===== src/rtl/pwm_output_scheduler.sv =====
// Shared 8-bit PWM timebase driving 16 output pins; staged config commits only at a period boundary.
//  state | meaning
//  IDLE  | no staged config waiting; active regs drive the pins
//  ARMED | staging holds a new config, committed at the next clean boundary
module pwm_output_scheduler #(
    parameter int PRESCALE = 40
) (
    input  logic       clk,
    input  logic       rst_n,
    input  logic [7:0] en_reg_out_7_0,
    input  logic [7:0] en_reg_out_15_8,
    input  logic [7:0] en_reg_pwm_7_0,
    input  logic [7:0] en_reg_pwm_15_8,
    input  logic [7:0] pwm_duty_cycle,
    input  logic       cfg_valid,
    output logic       cfg_pending,
    output logic       cfg_applied,
    output logic       period_start,
    output logic [7:0] out_lo,
    output logic [7:0] out_hi
);

    localparam int PW = $clog2(PRESCALE);
    localparam logic [PW-1:0] PRESC_MAX = PW'(PRESCALE - 1);

    typedef enum logic {
        IDLE,
        ARMED
    } state_t;

    state_t      state;
    logic [PW-1:0] presc;
    logic [7:0]  pwm_cnt;
    logic        tick;
    logic        boundary;

    logic [15:0] stg_out;
    logic [15:0] stg_pwm;
    logic [7:0]  stg_duty;
    logic [15:0] act_out;
    logic [15:0] act_pwm;
    logic [7:0]  act_duty;

    logic        pwm_lvl;
    logic [15:0] pin_nxt;

    assign tick        = (presc == PRESC_MAX);
    assign boundary    = tick && (pwm_cnt == 8'hFF);
    assign cfg_pending = (state == ARMED);

    always_ff @(posedge clk or negedge rst_n) begin
        if (!rst_n) begin
            presc        <= '0;
            pwm_cnt      <= 8'h00;
            period_start <= 1'b0;
        end else begin
            presc        <= tick ? '0 : presc + PW'(1);
            period_start <= boundary;
            if (tick) begin
                pwm_cnt <= pwm_cnt + 8'd1;
            end
        end
    end

    always_ff @(posedge clk or negedge rst_n) begin
        if (!rst_n) begin
            stg_out  <= 16'h0000;
            stg_pwm  <= 16'h0000;
            stg_duty <= 8'h00;
        end else if (cfg_valid) begin
            stg_out  <= {en_reg_out_15_8, en_reg_out_7_0};
            stg_pwm  <= {en_reg_pwm_15_8, en_reg_pwm_7_0};
            stg_duty <= pwm_duty_cycle;
        end
    end

    // A cfg_valid landing on the boundary cycle defers the commit a full period so staging is never torn.
    always_ff @(posedge clk or negedge rst_n) begin
        if (!rst_n) begin
            state       <= IDLE;
            cfg_applied <= 1'b0;
            act_out     <= 16'h0000;
            act_pwm     <= 16'h0000;
            act_duty    <= 8'h00;
        end else begin
            cfg_applied <= 1'b0;
            case (state)
                IDLE: begin
                    if (cfg_valid) begin
                        state <= ARMED;
                    end
                end
                ARMED: begin
                    if (boundary && !cfg_valid) begin
                        act_out     <= stg_out;
                        act_pwm     <= stg_pwm;
                        act_duty    <= stg_duty;
                        cfg_applied <= 1'b1;
                        state       <= IDLE;
                    end
                end
                default: state <= IDLE;
            endcase
        end
    end

    always_comb begin
        pwm_lvl = (act_duty == 8'hFF) || (pwm_cnt < act_duty);
        pin_nxt = act_out & ~(act_pwm & {16{~pwm_lvl}});
    end

    always_ff @(posedge clk or negedge rst_n) begin
        if (!rst_n) begin
            out_lo <= 8'h00;
            out_hi <= 8'h00;
        end else begin
            out_lo <= pin_nxt[7:0];
            out_hi <= pin_nxt[15:8];
        end
    end

endmodule


===== config.mk =====
export PLATFORM = sky130hd
export DESIGN_NAME = pwm_output_scheduler
export DESIGN_NICKNAME = d
export VERILOG_FILES = /design/src/rtl/pwm_output_scheduler.sv
export SDC_FILE = /design/constraint.sdc
export NUM_CORES = 1
export LEC_CHECK = 0
export CAP_MARGIN = 10
export CORE_AREA = 2 2 90 92
export CTS_BUF_LIST = sky130_fd_sc_hd__clkbuf_8
export DETAILED_ROUTE_END_ITERATION = 10
export DIE_AREA = 0 0 92 94
export GPL_TIMING_DRIVEN = 0
export PLACE_DENSITY = 0.9
export SETUP_SLACK_MARGIN = 0.05
export SLEW_MARGIN = 20
export SYNTH_ARGS = -nofsm -noshare
export SYNTH_HDL_FRONTEND = slang
export SYNTH_SLANG_ARGS = --single-unit

===== constraint.sdc =====
create_clock -name clk -period 3.9 [get_ports clk]
set_input_delay 0.78 -clock clk [delete_from_list [all_inputs] [get_ports clk]]
set_output_delay 0.78 -clock clk [all_outputs]
set_load 0.005 [all_outputs]

# Yosys cells after proc, flatten, opt, wreduce, memory -nomap -nowiden
# Cells that the tools add are included.
# word_totals
regBits	113
out_inout_bits	19
input_bits	43
latch_bits	0
n_memories	0
rom_bits	0
ramBits	0
# op_classes
shifts	0
n_reduce_logical	5
n_mul	0
n_addsub	2
div	0
bitwise	5
order_cmp	1
muxes	6
eq_ne	3
# ops
operator	n
$and 16x16->16	2
$eq 8x8->1 const B	2
$not 16->16	1
$add 8x1->8 const B	1
$lt 8x8->1	1
$add 6x1->6 const B	1
$eq 6x6->1 const B	1
$mux 6	1
$mux 1	4
$logic_and 1x1->1	2
$not 1->1	2
$pmux 1 s2	1
$reduce_and 2->1	1
$logic_not 1->1	1
$logic_or 1x1->1	1

# Logic depth before layout (Yosys ltp)
# logic_depth
ltp_word	6
depth_mapped	7
ltp_nobuf	6

# Least setup slack after synthesis
# OpenSTA, ideal clock, no wires.
# synth_timing
kind	input to register
start	input cfg_valid
end	register act_duty[0]
setup_slack_ns	2.036
setup_ns	0.125
path_stages	5
t_arrival_ns	1.739
n_path_buf	2
required_time_ns	3.775
path_cell_list	clkbuf_1 nor2b_1 nand4_2 buf_6 mux2_4
# synth_between
elab_chain_cells	3
# synth_lines
element	line_no	source
from (decl)	15	input logic cfg_valid,
$logic_not 1->1	94	if (boundary && !cfg_valid) begin
$logic_and 1x1->1	94	
$reduce_and 2->1 (no source line)	-	
to (signal assigned)	97	act_duty <= stg_duty;
to (decl)	42	logic [7:0] act_duty;
# Every way passes these cells.
# A chain may end at the register's enable or synchronous reset.

# Worst setup path in the final report
# layout_timing
start	register act_duty[6]
end	register out_hi[5]
# layout_between
elab_chain_cells	6
word_cells_on_any_way	7
cone_classes	order compare: 1; eq/ne: 1; bitwise: 4; reduce/logical: 1
# layout_lines
element	line_no	source
$lt 8x8->1 / $eq 8x8->1 (equally long branches)	108	pwm_lvl = (act_duty == 8'hFF) || (pwm_cnt < act_duty);
$logic_or 1x1->1 (*)	108	
$not 1->1 (*)	109	pin_nxt = act_out & ~(act_pwm & {16{~pwm_lvl}});
$and 16x16->16 (*)	109	
$not 16->16 (*)	109	
$and 16x16->16 (*)	109	
via pin_nxt[13]	45	logic [15:0] pin_nxt;
to (signal assigned)	118	out_hi <= pin_nxt[15:8];
to (decl)	20	output logic [7:0] out_hi
# The timed path passes the listed nets; every way through them passes the cells marked *.

==> qor.yml <==
global_routing:
  grt_usage_pct: 23.3
  antenna_found_initial: 0
  grt_max_degree: 87
  grt_pass1_vias: 2983
  grt_pass1_wl_um: 15200
  grt-ovfl-total: 0
timing:
  finalHoldViolations: 0
  max_freq_ghz: 0.394
  setup_viol: 0
  worstMarginPinSlew_ns: 0.756
  period_minus_slack_ns: 2.54
  finalMaxSlewViolations: 0
  skew_ns: 0.0129
  max-slew-margin-rel_pct: 49.6
  timing.final.crit_share_pct: 65.1
  rsz0062_at_grt: "false"
pwr:
  seq_power_share_pct: 50.6
  combinationalPowerShare_pct: 5.2
  power_switching_uw: 514
  p_per_area_nw_per_um2: 426
  swShare_pct: 21.0
  p_leak_uw: 0.00275
  p_int_uw: 1930
  pwr-share-clk_pct: 44.1
  peakVddDrop_mv: 0.405
finish:
  final_area_um2: 5730
  syn_to_final_growth_pct: 25.1
  final_nets: 420
  drive_gt1_share_pct: 31.3
  diodes: 0
  final_cells: 482
  final_util_pct: 75.4
run_status:
  status: "finished, final reports clean"
detailed_routing:
  vias: 2667
  avgRoutedWirePerCell_um: 18.6
  firstDrtPassIters: 4
  vias_per_cell: 5.53
  ant_nets: 0
  drt_iter0_markers: 125
  routed_wl_um: 8950
  drc: 0
clock_tree:
  cts_made_buffers: 17
  clock-sinks: 113
  clock_path_buffers: 2
  cts.clk_slew.worst_paths_ns: 0.06
  cts_root_buffer: "clkbuf_8"
  post_cts_buffers: 0
  clock_latency_ns: 0.42
  h-tree-depth: 4
  tritoncts: "built"
  cts_resized: 0
  holdBufCountCts: 0
logic_synthesis:
  synth.top_cell.area_share_pct: 61.7
  ys.flop_type: "dfrtp_1"
  synthArstFlopShare_pct: 100
  synth_area_um2: 4580
  synth_warnings: 0
  synth_fa_ha_area_share_pct: 2.46
  yosysTopAreaCell: "dfrtp_1"
  synth_common_cells: "dfrtp_1 (113), mux2_2 (41), mux2_4 (40)"
  yosysMostFrequentCell: "dfrtp_1"
  ys_ff_latch: 113
  syn_nets: 340
  synth_top_family_by_area: "multiplexers"
  yosys.area_share.simple_pct: 4.09
  synth-compound-area-share_pct: 4.45
  synthXorXnorAreaFrac_pct: 1.91
  synthCells: 288
  synth.yosys.seq_area_share_pct: 61.7
  synth_mux_area_share_pct: 23.2
  synth_area_leaders: "dfrtp_1 (62%), mux2_4 (13%), mux2_2 (10%), a21boi_0 (2.6%), ha_1 (2.5%)"
  synth.distinct_cells: 32
  synth-edff-count: 0
  synth.avg_cell_area_um2: 15.9
worst_setup_path:
  critPathMaxStageDelay_ns: 0.62
  crit_path_start_kind: "flop"
  cp-end-kind: "flop"
  critical_path_class: "flop to flop"
  worstPathMaxFanout: 10
  r2r_start: "act_duty[6]"
  crit_required_ns: 4.16
  cpMaxStageDelayCell: "o32ai_2"
  cp.arrival_ns: 2.80
  crit_chain: "inv_1 -> ha_1 -> and4_1 -> o21ai_0 -> o32ai_2 -> clkbuf_1 -> a21boi_0"
  r2r_slack_ns: 1.36
  rr_endpoint: "out_hi[5]"
  reg2reg_depth: 7
floorplan:
  die_area_um2: 8650
  initial_core_util_pct: 60.3
  io_pins: 62
  fp.dieH_um: 94
  die_w_um: 92
  rows: 32
  coreArea_um2: 7610
placed_design:
  gp_congestion: 0.780
  place_area_um2: 5340
  dp_hpwl_um: 5710
  port_buffers: 60
  dp.cells: 451
worst_hold_path:
  hold_path.class: "input port to async pin"
run:
  drv_cap: 0
cells by family after synthesis:
family	count (synthesis)
AO/OA/AOI/OAI	26
XOR/XNOR	10
adder cells (fa/ha/maj)	9
buffers and inverters	19
flip-flops	113
multiplexers	81
AND/OR/NAND/NOR	30
state kept, by name (all words and copies together) (netlist names), 6 cells and up:
signal	count
act_out	16
act_pwm	16
stg_out	16
stg_pwm	16
act_duty	8
out_hi	8
out_lo	8
pwm_cnt	8
stg_duty	8
presc	6
layout make-up:
type,count,area (µm²)
clock buffer,22,303
tap,102,128
sequential,113,2830
inverter,8,30.0
multi-input combinational,156,1650
fill,450,1870
clock inverter,9,90.1
timing repair buffer,61,629
buffer,11,72.6
worst max-delay path, delay by kind of cell (launching register included):
family                   cells  cell delay [ns]
AO/OA/AOI/OAI                3             0.94
buffers and inverters        2             0.53
flip-flops                   1             0.42
adder cells (fa/ha/maj)      1             0.32
AND/OR/NAND/NOR              1             0.19
power by group through the flow:
| stage | Sequential, µW | Combinational, µW | Clock [µW] |
|---|---|---|---|
| after global placement | 1260 | 120 | 0 |
| after global routing | 1240 | 141 | 1150 |
| after floorplan | 1250 | 52.3 | 0 |
| final | 1240 | 128 | 1080 |
| after detailed placement | 1260 | 129 | 0 |
| after CTS | 1240 | 132 | 1100 |
metrics by stage:
stage | setup slack [ns] | hold WS [ns] | total power [µW] | setup TNS, ns
after floorplan | 2.04 | 0.425 | 1300 | 0
after global placement | -2.00 | 0.440 | 1380 | -224.94
after detailed placement | 1.46 | 0.453 | 1390 | 0
after CTS | 1.40 | 0.217 | 2460 | 0
after global routing | 1.22 | 0.220 | 2530 | 0
final | 1.36 | 0.220 | 2440 | 0
worst max-delay path by stage:
stage | startpoint | endpoint | slack (ns) | cells after the start
6_report | act_duty[6] | out_hi[5] | 1.36 | 7
5_1_grt | act_duty[7] | out_hi[5] | 1.22 | 7
4_1_cts | act_duty[6] | out_hi[5] | 1.40 | 7
3_5_place_dp | act_duty[7] | out_lo[5] | 1.46 | 7
3_3_place_gp | rst_n | out_hi[6] | -2.00 | 1
2_1_floorplan | cfg_valid | act_duty[0] | 2.04 | 5
per-layer routing:
layer  GRT usage [%]  wire length [µm]  vias up
li1                -                 -     1175
met1            29.8              3840     1419
met2            37.8              4610       61
met3            7.38               383       12
met4            8.58               123        0
met5               0                 0        -
cells in the final DEF (no fill, tap or decap), types with 2 or more instances in the layout:
cell / n
and4_1: 2
xnor2_1: 7
clkbuf_1: 6
nor2_1: 5
dfrtp_1: 113
nand4_1: 3
mux2_4: 40
buf_6: 5
clkbuf_8: 22
bufinv_16: 2
nor2b_1: 3
ha_1: 9
mux2_2: 41
nand3_1: 4
and3_1: 4
nand2_1: 2
inv_1: 12
a21boi_0: 16
a21o_1: 2
clkinv_2: 3
xor2_1: 3
clkdlybuf4s50_1: 59
a21oi_1: 3
(Power assumes the default switching activity.)
==> RTL change (config.mk and constraints unchanged) <==
Change the parameter `PRESCALE` from 40 to 80.
--- a/src/rtl/pwm_output_scheduler.sv
+++ b/src/rtl/pwm_output_scheduler.sv
@@ -3,7 +3,7 @@
 //  IDLE  | no staged config waiting; active regs drive the pins
 //  ARMED | staging holds a new config, committed at the next clean boundary
 module pwm_output_scheduler #(
-    parameter int PRESCALE = 40
+    parameter int PRESCALE = 80
 ) (
     input  logic       clk,
     input  logic       rst_n,
Function: same outputs for any inputs over 10 cycles, from zero or initial values and one cycle with rst_n low; that may be too few to reach the edited logic, so the function may still have changed.
==> RTL change against the original RTL <==
Setup slack got worse by 0.29 ns. Global-route usage fell by 0.40 points. Total power fell by 0.35%. Design area rose by 1.7%. First-iteration DRC count fell by 6.4%. Wire length fell by 1.4%. Area after synthesis rose by 2.3%. Die area did not move. Sequential cell count rose by 1. Critical endpoint is now out_lo[6]. Largest power group unchanged.
==> RTL change: results <==
set metrics [dict create \
    status "finished clean" \
    dr.pass1.iters 5 \
    crit_arrival_ns 3.10 \
    grt_pass1_vias 2807 \
    grt_max_degree 59 \
    synth_fp_nets 347 \
    dp.cells 458 \
    rr_worst_depth 6 \
    switching_share_pct 24.20 \
    vdd_drop_max_mv 0.3183 \
    nFlopsAndLatches 114 \
    regArea_sq_mm 0.002853 \
    track_usage_pct 22.92 \
    buf_share_pct 12.76 \
    synth_common_cells "dfrtp_1 (114), mux2_2 (41), mux2_4 (40)" \
    cts_htree_levels 4 \
    sh_seq_area_pct 48.91 \
    p_leak_nw 2.768 \
    clock_skew_ns 0.01446 \
    synthMuxAreaShare_pct 22.66 \
    vias 2671 \
    synth_xor_area_share_pct 1.868 \
    diodes 0 \
    drive_above_1_share_pct 32.73 \
    wire_per_inst_um 18.01 \
    gp_congestion 0.7621 \
    synth_fa_ha_area_share_pct 2.402 \
    place_area_sq_mm 0.005445 \
    hpwl_um 5887 \
    syn_avg_cell_area_sq_um 15.89 \
    multi_input_gates 162 \
    cts_made_buffers 17 \
    final-clk-cell-share_pct 6.650 \
    synth.area.top_cells "dfrtp_1 (61%), mux2_4 (13%), mux2_2 (9.8%), a21boi_0 (2.6%), ha_1 (2.4%)" \
    nClkBuffers 19 \
    ys_seq_area_share_pct 60.85 \
    clk_pin_slew_worst_paths_ns 0.08 \
    fin_cells 490 \
    drtIter0Drc 117 \
    fillerInstances 437 \
    fin_nets 427 \
    slew_headroom_pct 28.49 \
    multiInputGateArea_sq_mm 0.001689 \
    pre_cts_slack_ns 1.170 \
    synth_compound_area_share_pct 4.217 \
    grt_pass1_wl_um 14470 \
    ys_types 38 \
]
==> RTL change: metal layers <==
layer	track usage [%]	vias up	wire, um	share of wire (%)
met5	0	-	0	0
met4	10.57	0	174	2.0
met3	7.223	16	346	3.9
met2	36.83	75	4598	52
met1	28.64	1374	3704	42
li1	-	1206	-	-
==> RTL change: final timing paths <==
kind / start / to / slack [ns]
max in group asynchronous: rst_n / stg_pwm[9] / 2.95
worst max-delay path: pwm_cnt[5] / out_lo[6] / 1.07
worst min register to register: act_pwm[2] / out_lo[2] / 0.46
worst max register to register: pwm_cnt[5] / out_lo[6] / 1.07
worst min-delay path: rst_n / stg_pwm[12] / 0.30
min in group clk: act_pwm[2] / out_lo[2] / 0.46
==> RTL change: critical path, cell delays in order, from the launching register on <==
cell and delay, ns:
dfrtp_1 0.45, ha_1 0.34, and4_1 0.20, o21ai_0 0.08
o32ai_1 0.92, clkbuf_1 0.47, a21boi_0 0.21
